==> src/rtl/spi_word_peripheral.sv <==
// SPI mode-0 peripheral that assembles WORD_BYTES-byte words from COPI and returns word_tx on CIPO.
// Optional macro SPI_WORD_OVERRUN_EN builds the sticky overrun flag; otherwise overrun is tied to 0.
module spi_word_peripheral #(
    parameter int WORD_BYTES  = 8,
    parameter int SYNC_STAGES = 2
) (
    input  logic                    clk,
    input  logic                    reset,
    input  logic                    SCK,
    input  logic                    CS,
    input  logic                    COPI,
    output logic                    CIPO,
    output logic [8*WORD_BYTES-1:0] word_rx,
    output logic                    word_rx_valid,
    input  logic                    word_rx_ack,
    input  logic [8*WORD_BYTES-1:0] word_tx,
    output logic                    word_tx_taken,
    output logic                    overrun
);
    localparam int W    = 8 * WORD_BYTES;
    localparam int BC_W = (WORD_BYTES > 1) ? $clog2(WORD_BYTES) : 1;
    localparam logic [BC_W-1:0] LAST_BYTE = BC_W'(WORD_BYTES - 1);

    logic [SYNC_STAGES-1:0] sck_sync, cs_sync, copi_sync;
    logic sck_d, cs_d;

    // NOTE: synchronous reset loads the idle bus levels, so a controller already holding CS low
    // shows up as a fresh CS fall once reset releases.
    always_ff @(posedge clk) begin
        if (reset) begin
            sck_sync  <= '0;
            cs_sync   <= '1;
            copi_sync <= '0;
            sck_d     <= 1'b0;
            cs_d      <= 1'b1;
        end else begin
            sck_sync  <= {sck_sync[SYNC_STAGES-2:0], SCK};
            cs_sync   <= {cs_sync[SYNC_STAGES-2:0], CS};
            copi_sync <= {copi_sync[SYNC_STAGES-2:0], COPI};
            sck_d     <= sck_sync[SYNC_STAGES-1];
            cs_d      <= cs_sync[SYNC_STAGES-1];
        end
    end

    logic sck_s, cs_s, copi_s, cs_low, sck_rise, sck_fall, cs_fall;
    assign sck_s    = sck_sync[SYNC_STAGES-1];
    assign cs_s     = cs_sync[SYNC_STAGES-1];
    assign copi_s   = copi_sync[SYNC_STAGES-1];
    assign cs_low   = ~cs_s;
    assign sck_rise = cs_low & sck_s & ~sck_d;
    assign sck_fall = cs_low & ~sck_s & sck_d;
    assign cs_fall  = cs_low & cs_d;

    logic [2:0]      bit_cnt;
    logic [BC_W-1:0] byte_cnt;
    logic [6:0]      rx_byte;
    logic [W-1:0]    rx_acc;
    logic [7:0]      new_byte;
    logic            word_done;
    logic [W-1:0]    word_next;

    assign new_byte  = {rx_byte, copi_s};
    assign word_done = sck_rise && (bit_cnt == 3'd7) && (byte_cnt == LAST_BYTE);

    // NOTE: every always_comb output gets a full default first so no latch can be inferred.
    always_comb begin
        word_next            = rx_acc;
        word_next[W-1 -: 8]  = new_byte;
    end

    always_ff @(posedge clk) begin
        if (reset) begin
            bit_cnt       <= '0;
            byte_cnt      <= '0;
            rx_byte       <= '0;
            rx_acc        <= '0;
            word_rx       <= '0;
            word_rx_valid <= 1'b0;
            word_tx_taken <= 1'b0;
        end else begin
            // A CS rise mid-word simply drops the partial word via the counter clear.
            if (!cs_low) begin
                bit_cnt  <= '0;
                byte_cnt <= '0;
            end else if (sck_rise) begin
                bit_cnt <= bit_cnt + 3'd1;
                rx_byte <= {rx_byte[5:0], copi_s};
                if (bit_cnt == 3'd7) begin
                    rx_acc[{byte_cnt, 3'b000} +: 8] <= new_byte;
                    byte_cnt <= (byte_cnt == LAST_BYTE) ? '0 : byte_cnt + BC_W'(1);
                end
            end

            if (word_done) begin
                word_rx       <= word_next;
                word_rx_valid <= 1'b1;
            end else if (word_rx_ack) begin
                word_rx_valid <= 1'b0;
            end

            word_tx_taken <= cs_fall | word_done;
        end
    end

    logic [W-1:0] tx_shift;
    logic [2:0]   tx_fall_cnt;
    logic         tx_skip;

    always_ff @(posedge clk) begin
        if (reset) begin
            tx_shift    <= '0;
            tx_fall_cnt <= '0;
            tx_skip     <= 1'b0;
        end else if (cs_fall || word_done) begin
            tx_shift    <= word_tx;
            tx_fall_cnt <= '0;
            tx_skip     <= word_done;
        end else if (sck_fall) begin
            // The fall right after a word-boundary reload still belongs to the finished word.
            if (tx_skip) begin
                tx_skip <= 1'b0;
            end else begin
                tx_fall_cnt <= tx_fall_cnt + 3'd1;
                if (tx_fall_cnt == 3'd7)
                    tx_shift <= tx_shift >> 8;
                else
                    tx_shift[7:0] <= {tx_shift[6:0], 1'b0};
            end
        end
    end

    assign CIPO = cs_low & tx_shift[7];

`ifdef SPI_WORD_OVERRUN_EN
    always_ff @(posedge clk) begin
        if (reset)
            overrun <= 1'b0;
        else if (word_done && word_rx_valid && !word_rx_ack)
            overrun <= 1'b1;
    end
`else
    assign overrun = 1'b0;
`endif

endmodule

==> config.mk <==
export PLATFORM = sky130hd
export DESIGN_NAME = spi_word_peripheral
export DESIGN_NICKNAME = d
export VERILOG_FILES = /design/src/rtl/spi_word_peripheral.sv
export SDC_FILE = /design/constraint.sdc
export NUM_CORES = 1
export LEC_CHECK = 0
export BUFFER_PORTS_ARGS = -buffer_cell sky130_fd_sc_hd__buf_4
export CAP_MARGIN = 20
export CORE_MARGIN = 1.5
export CORE_UTILIZATION = 60
export DETAILED_ROUTE_END_ITERATION = 6
export PLACE_DENSITY = 0.95
export SKIP_CTS_REPAIR_TIMING = 1
export SYNTH_ARGS = -nofsm -noshare
export SYNTH_HDL_FRONTEND = slang
export SYNTH_SLANG_ARGS = --single-unit
==> constraint.sdc <==
create_clock -name clk -period 5 [get_ports clk]
set_input_delay 0 -clock clk [delete_from_list [all_inputs] [get_ports clk]]
set_output_delay 0 -clock clk [all_outputs]
set_load 0.01 [all_outputs]
* After elaboration in Yosys (flattened, before gate mapping) *
Cells that the tools add are included.

word-level totals
  bits in registers = 219
  word-level logic and storage cells = 62
  output and inout port bits = 68
  input bits = 70

operators by class
  add/subtract/negate cells = 4
  shift-type cells = 2
  eq/ne operators = 4
  bitwise gates (word level) = 11
  reduce and logical (&&, ||, !) cells = 14
  muxes and demuxes = 11

operators by type and width
  kind                    count
  $mux 64                 3
  $bwmux 64               1
  $shift 8x8->64 const A  1
  $shiftx 8x8->64         1
  $mux 56                 1
  $add 3x1->3 const B     3
  $eq 3x3->1 const B      3
  $mux 8                  1
  $neg 6->8               1
  $reduce_and 2->1        4
  $and 1x1->1             6
  $reduce_and 3->1        2
  $reduce_bool 2->1       3
  $mux 1                  4
  $not 1->1               4
  $reduce_or 2->1         2
  $mux 3                  1
  $logic_and 1x1->1       2
  $ne 2x1->1 const B      1
  $logic_or 1x1->1        1
  $or 1x1->1              1

* Depth between registers and ports, before layout *
Gate-level depths: netlist (run 1).

  word-level depth = 8
  gate-level depth with buffers = 8
  mapped depth without buffers = 7

* Worst setup path before layout (run 1) *
OpenSTA, ideal clock, no wires.

  kind = reg2reg
  start point = register byte_cnt[0]
  end point = register rx_acc[0]
  required time = 4.872 ns
  path buffers = 0
  arrival = 1.915 ns
  stages on the path, launching flop included = 8
  clock period less this slack = 2.042 ns
  path slack = 2.958 ns
  setup time = 0.128 ns
  cell sequence = dfxtp_1 > inv_1 > ha_1 > ha_1 > nor4b_1 > nand3_2 > mux2i_1 > nor2_1

between the ends
  cells in the longest elaborated chain, start to end = 3
  elaborated cells on any way between the ends = 4
  classes of those cells = 1 x add/sub; 2 x shift; 1 x mux

RTL lines
  what                                               line  source
  from (decl)                                        55    logic [BC_W-1:0] byte_cnt;
  from (signal assigned)                             90    byte_cnt <= (byte_cnt == LAST_BYTE) ? '0 : byte_cnt + BC_W'(1);
  $neg 6->8 (*)                                      89    rx_acc[{byte_cnt, 3'b000} +: 8] <= new_byte;
  $shiftx 8x8->64 or $shift 8x8->64 (tied branches)  89
  $bwmux 64 (*)                                      89
  to (signal, indexed assignment)                    89
  to (decl)                                          57    logic [W-1:0] rx_acc;

Mark *: on every way between the ends. The rest lies on a longest branch, timed or not.
A chain may end at the register's enable or synchronous reset.

* Worst setup path in the final report (run 1) *
  start point = register byte_cnt[0]
  end point = register tx_shift[25]

between the ends
  cells in the longest elaborated chain, start to end = 5
  elaborated cells on any way between the ends = 8
  classes of those cells = 2 x eq/ne; 1 x mux; 5 x reduce/logical

RTL lines
  what                                                       line  source
  $eq 3x3->1 (*)                                             63    assign word_done = sck_rise && (bit_cnt == 3'd7) && (byte_cnt == LAST_BYTE);
  $logic_and 1x1->1 (*)                                      63
  $logic_or 1x1->1 (*)                                       114   end else if (cs_fall || word_done) begin
  $ne 2x1->1 (no line) or $reduce_bool 2->1 (tied branches)  --
  $reduce_and 3->1 (no line)                                 --
  to (signal assigned)                                       115   tx_shift <= word_tx;
  to (signal assigned)                                       125   tx_shift <= tx_shift >> 8;
  to (decl)                                                  105   logic [W-1:0] tx_shift;

Marks and branches as above.

==> results of run 1 <==
[sequential cells by signal (all words and copies together), names as in the netlist]
signal         cells
word_tx_taken      1
cs_sync            2
byte_cnt           3
bit_cnt            3
sck_sync           2
rx_acc            56
word_rx           64
sck_d              1
copi_sync          2
tx_skip            1
tx_fall_cnt        3
word_rx_valid      1
tx_shift          64
cs_d               1
rx_byte            7
[Yosys cell counts, types with 2 or more instances]
master and number:
nand2_1 218, dfxtp_1 211, a21oi_1 133, nor2_1 73, mux2i_1 66, nand2b_1 57
a211oi_1 48, clkbuf_1 35, buf_2 23, nand3_1 17, buf_4 11, ha_1 11
buf_1 9, o211ai_1 7, o21ai_0 7, nor2b_1 6, and3_1 5, nor3_1 5
inv_1 4, or2_2 3, and3b_1 2, and4b_1 2, nor3b_1 2, o21ai_1 2
xnor2_1 2
[logic make-up after synthesis]
logic type / count (synthesis) / share of synthesized area, %
muxes: 66 / 7.88
buffers and inverters: 82 / 4.51
adders and majority gates: 11 / 1.64
xor gates and xnor gates: 2 / 0.209
other: 1 / 0.0447
DFF: 211 / 50.4
AOI/OAI and AO/OA: 202 / 14.2
and+or+nand+nor: 397 / 21.1
[worst max-delay path: cells and delay by family (launching register included)]
family	cells	cell delay (ns)
AO/OA/AOI/OAI	3	1.02
buffers and inverters	1	0.55
adder cells (fa/ha/maj)	2	0.53
flip-flops	1	0.50
AND/OR/NAND/NOR	1	0.31
[cell type report]
class | count | area, µm² | share of cell area (%)
clock inverters | 4 | 51.3 | 0.478
multi-input cells | 679 | 3810 | 35.5
well taps | 180 | 225 | 2.10
clock buffers | 34 | 616 | 5.74
diodes | 1 | 2.50 | 0.0233
inverters | 4 | 15.0 | 0.140
repair buffers | 212 | 1780 | 16.6
flip-flops and latches | 211 | 4220 | 39.4
[power by group]
| group | internal [mW] | switching, mW |
|---|---|---|
| logic | 0.106 | 0.0856 |
| clock network | 0.856 | 0.678 |
| registers | 1.71 | 0.0201 |
[metal layers]
metal  vias to the layer above  global-route usage [%]
li1                       3577                       -
met1                      3612                    34.7
met2                       372                    43.2
met3                       114                    3.38
met4                         0                    9.63
met5                         -                       0
[metrics by stage]
step | hold slack, ns | setup WS (ns)
CTS | -0.328 | 2.04
global route | 0.0933 | 1.78
detailed placement | 0.188 | 2.11
floorplan | 0.104 | 2.96
global placement | 0.186 | 2.24
finish | -0.000567 | 1.88
[final timing paths]
check	depth (start not counted)	from	endpoint
max	7	byte_cnt[0]	tx_shift[25]
min	2	reset	word_rx[46]
max reg2reg	7	byte_cnt[0]	tx_shift[25]
min reg2reg	1	cs_sync[0]	cs_sync[1]
==> key figures, run 1 <==
Run status
  – Status: finished with violations
  – Failing checks: hold timing

Critical path
  – CP max-delay cell: a211oi_1
  – Critical Path RT: 5.33 ns
  – Critical Path Sink Type: register
  – WS Path Type: register to register
  – CP most frequent cell: ha_1
  – Critical-path cell list: ha_1 -> ha_1 -> and4b_1 -> o21ba_2 -> buf_4 -> a21oi_1 -> a211oi_1
  – Slowest stage delay, CP: 0.77 ns
  – R2R setup slack: 1.88 ns
  – Crit path launch type: register
  – Arr. time, crit path: 3.45 ns
  – Worst Path Max Fanout: 67

Final layout
  – Share of layout cells above drive strength 1: 16.2%
  – Final Core Density: between 70 and 80%
  – Area grow syn2layout: 27.9%
  – Final cell count without fillers: 1325
  – Most frequent cells in the layout: nand2_1, dfxtp_1, buf_4
  – Fin area: 10700 µm²
  – Nets: 1211
  – Fillers: ~900
  – Most common cell after layout, fill and taps aside: nand2_1

STA
  – Fmax: 320 MHz
  – Min Tclk post-route: 3.12 ns
  – Worst hold slack: -0.000567 ns
  – Worst-Margin Slew: between 1 and 1.5 ns
  – Final hold vios: 1
  – Setup_tns: 0 ns
  – RSZ-0062 raised after global routing: no
  – Pins Over Slew Limit: 0
  – Setup violations, final: 0
  – Fin Clk Skew: approximately 0.024 ns
  – Post-route clock period utilization: 62.5%
  – Worst slew margin: 28.2%

Clock network
  – H-tree Lvls: 1
  – TritonCTS clock tree: built
  – TritonCTS Sinks: 211
  – Root Driver: clkbuf_16
  – Worst skew pair latency: 0.53 ns
  – Clock-pin slew of the registers on the worst-case setup and hold paths: around 0.07 ns
  – Num CTS Buffers: 22
  – Clock buffer depth: 3

Die
  – Initial Utilization: ~61%
  – Core Area: 13800 µm²
  – Die width: 121 µm
  – Area of the die: about 15000 µm²
  – FP Rows: 43
  – I/O pin count: ~140
  – Die height: 121 µm

Synth
  – Post-Synthesis Net Count: 1053
  – Synth area leaders: dfxtp_1, nand2_1, a21oi_1, mux2i_1, a211oi_1
  – Library cells used by synthesis: 38
  – Synth warnings: 0
  – Area share of the largest cell type after synthesis: between 50% and 60%
  – Flops & latches, synth: 211
  – Mean area per synthesized cell: 8.62 µm²
  – Post-Syn Area: approximately 8400 µm²
  – EDFF count, synth: 0
  – Synth Instances: 972
  – Synth area leader: dfxtp_1
  – Asr flop ratio synth: 0%
  – Seq/Total Area, Yosys: between 50% and 60%
  – Synth Flop Type: dfxtp_1

GRT
  – Vias in the first global route: 6661
  – Total congestion overflow: 0
  – Antenna violations before repair: 0
  – Largest net degree at the start of global routing: ~140
  – Global-route wire length before repair: 31300 µm
  – GRT Total Usage: 26.0%

Routing
  – Highest routed layer: met4
  – Met3 routed WL: 1470 µm
  – DRT iter0 DRCs: 744
  – Routed WL: approximately 23000 µm
  – DRC viols: 0
  – Initial DRT Pass Iterations: 6
  – Drt wl/cell: between 15 and 20 µm
  – Vias per inst: around 5.8
  – Vias: 7675
  – Met2 routed WL: 11200 µm
  – M1 wire length: 9140 µm
  – Final antenna-violating net count: 0

Placed design
  – Placed Cells incl. Taps: 1217
  – IO buf count: 136
  – Dpl cell area: just over 9000 µm²
  – Post-DP HPWL: 12100 µm
  – Placer Congestion: 0.842

Power and ir drop
  – Power Density: 322 nW/µm²
  – Static Leak: 4.03 nW
  – Maximum vdd drop: 0.253 mV
  – Tot Pwr: between 3 and 4 mW

Job
  – Max Cap Viol: 0

Min path
  – Tightest Hold Check Type: primary input to register
(Power assumes the default switching activity.)
==> run 2, diff against run 1 <==
CORE_UTILIZATION = 51   (was 60)
PLACE_DENSITY = 0.87   (was 0.95)
clock period = 2.7 ns   (was 5 ns; I/O delays follow)
==> run 2 against run 1 <==
Effect of this change: power grew 85%; final area grew 1.4%; clock power grew 85%; utilization shrank 9.7 points; count of clock-buffer cells in the layout shrank 4; global-route usage shrank 4.5 points; the run ends with DRC left; via count shrank 3.4%; worst setup slack lost 1.9 ns; die area grew 17%; highest routed layer unchanged; critical path depth is the same; largest power group unchanged; wire length shrank 5.9%; flip-flop and latch count is the same.
==> key figures, run 2 (synthesized netlist as in run 1, its figures left out) <==
Power and ir drop
  – Tot Pwr: 6.39 mW (was 3.45 mW)
  – Static Leak: 4.09 nW (was 4.03 nW)
  – Maximum vdd drop: 0.419 mV (was 0.253 mV)
  – Power Density: 588 nW/µm² (was 322 nW/µm²)

GRT
  – Total congestion overflow: 0 (unchanged)
  – Antenna violations before repair: 0 (unchanged)
  – Global-route wire length before repair: 31200 µm (was 31300 µm)
  – GRT Total Usage: 21.5% (was 26.0%)
  – Largest net degree at the start of global routing: 103 (was 137)
  – Vias in the first global route: 6524 (was 6661)

Clock network
  – TritonCTS clock tree: built (unchanged)
  – TritonCTS Sinks: 211 (unchanged)
  – Num CTS Buffers: 22 (unchanged)
  – Clock-pin slew of the registers on the worst-case setup and hold paths: 0.06 ns (was 0.07 ns)
  – Clock buffer depth: 3 (unchanged)
  – Worst skew pair latency: 0.51 ns (was 0.53 ns)
  – H-tree Lvls: 1 (unchanged)
  – Root Driver: clkbuf_16 (unchanged)

Routing
  – DRC viols: 1 (was 0)
  – Final antenna-violating net count: 0 (unchanged)
  – Vias: 7411 (was 7675)
  – Routed WL: 21700 µm (was 23100 µm)
  – Initial DRT Pass Iterations: 7 (was 6)
  – Drt wl/cell: 15.9 µm (was 17.4 µm)
  – DRT iter0 DRCs: 597 (was 744)
  – Vias per inst: 5.42 (was 5.79)

STA
  – Pins Over Slew Limit: 0 (unchanged)
  – Fmax: 370 MHz (was 320 MHz)
  – Post-route clock period utilization: 100% (was 62.5%)
  – Fin Clk Skew: 0.0224 ns (was 0.0243 ns)
  – Final WS setup: 0.000109 ns (was 1.88 ns)
  – Min Tclk post-route: 2.70 ns (was 3.12 ns)
  – Worst-Margin Slew: 0.649 ns (was 1.07 ns)
  – Worst slew margin: 56.7% (was 28.2%)
  – Setup violations, final: 0 (unchanged)
  – Final hold vios: 0 (was 1)

Die
  – Die width: 131 µm (was 121 µm)
  – I/O pin count: 138 (unchanged)
  – FP Rows: 46 (was 43)
  – Initial Utilization: 52.6% (was 60.9%)
  – Die height: 131 µm (was 121 µm)
  – Core Area: 15900 µm² (was 13800 µm²)
  – Area of the die: 17200 µm² (was 14700 µm²)

Final layout
  – Most common cell after layout, fill and taps aside: nand2_1 (unchanged)
  – Most frequent cells in the layout: nand2_1, dfxtp_1, buf_4 (unchanged)
  – Fillers: 1198 (was 885)
  – Nets: 1219 (was 1211)
  – Share of layout cells above drive strength 1: 17.1% (was 16.2%)
  – Leading registers by flop count: tx_shift (64), word_rx (64), rx_acc (56) (unchanged)
  – Area grow syn2layout: 29.7% (was 27.9%)

Run status
  – Failing checks: DRC (was hold timing)
  – Status: finished with violations (unchanged)

Critical path
  – Worst R2R End: tx_shift[23] (was tx_shift[25])
  – R2R setup slack: 0.0001 ns (was 1.88 ns)
  – CP Launch Point: byte_cnt[0] (unchanged)
  – Worst Path Max Fanout: 15 (was 67)
  – Critical Path RT: 3.03 ns (was 5.33 ns)
  – Worst setup endpoint: tx_shift[23] (was tx_shift[25])
  – Crit path launch type: register (unchanged)
  – Critical Path Sink Type: register (unchanged)
  – Arr. time, crit path: 3.03 ns (was 3.45 ns)
  – Worst Reg-to-Reg Cells: 7 (unchanged)
  – Reg2reg start: byte_cnt[0] (unchanged)
  – WS Path Type: register to register (unchanged)

Placed design
  – Placer Congestion: 0.799 (was 0.842)
  – IO buf count: 136 (unchanged)
  – Post-DP HPWL: 12000 µm (was 12100 µm)
  – Place WS: 0.369 ns (was 2.11 ns)

Job
  – Max Cap Viol: 0 (unchanged)

Min path
  – Tightest Hold Check Type: primary input to register (unchanged)
## run 2: cell count changes in the layout (fill, tap and decap cells not counted), sizes merged
cell,before,now
clkbuf,34,30
dlygate4sd3,68,69
inv,5,4
buf,144,151
clkinv,3,6
## run 2: stage by stage
step                      hold WS (ns)  utilization [%]  instance area [µm²]  TNS, ns  cells
after floorplan                  0.104                -                 8380        0    972
after global placement           0.187             59.6                 9510        0   1261
after detailed placement         0.196             59.6                 9510        0   1261
after CTS                       -0.311             63.9                10200        0   1297
after global routing             0.249             68.2                10900   -0.422   1366
final                            0.232             68.2                10900        0   1367
## run 2: routing by layer
metal | vias to the layer above | share of wire, % | global-route usage, %
li1 | 3588 | - | -
met5 | - | 0 | 0
met1 | 3431 | 43 | 29.5
met4 | 0 | 4.6 | 6.87
met2 | 291 | 46 | 35.0
met3 | 101 | 6.0 | 3.01
## run 2: layout make-up
class / instances / area, µm² / share of cell area (%)
repair buffers: 220 / 1880 / 17.3
clock inverters: 6 / 41.3 / 0.380
flip-flops and latches: 211 / 4220 / 38.8
diodes: 1 / 2.50 / 0.0230
clock buffers: 30 / 631 / 5.80
well taps: 216 / 270 / 2.49
multi-input cells: 679 / 3810 / 35.1
inverters: 4 / 15.0 / 0.138
## run 2: how the worst min path moves through the flow
| stage | from | end | slack [ns] | depth (start not counted) |
|---|---|---|---|---|
| final | CS | cs_sync[0] | 0.23 | 3 |
| after global routing | CS | cs_sync[0] | 0.25 | 3 |
| after CTS | CS | cs_sync[0] | -0.31 | 2 |
| after detailed placement | CS | cs_sync[0] | 0.20 | 2 |
| after global placement | CS | cs_sync[0] | 0.19 | 2 |
| after floorplan | CS | cs_sync[0] | 0.10 | 1 |
## run 2: power breakdown
group / leakage, nW / switching, mW / internal (mW)
Clock: 0.337 / 1.20 / 1.63
Sequential: 1.71 / 0.0344 / 3.17
Combinational: 2.05 / 0.158 / 0.202
## run 2: worst max-delay path, cell delays in order, from the launching register on
cell,delay (ns)
dfxtp_1,0.46
ha_1,0.22
ha_1,0.28
and4b_1,0.30
o21ba_2,0.33
buf_4,0.27
a21oi_1,0.08
a211oi_1,0.58
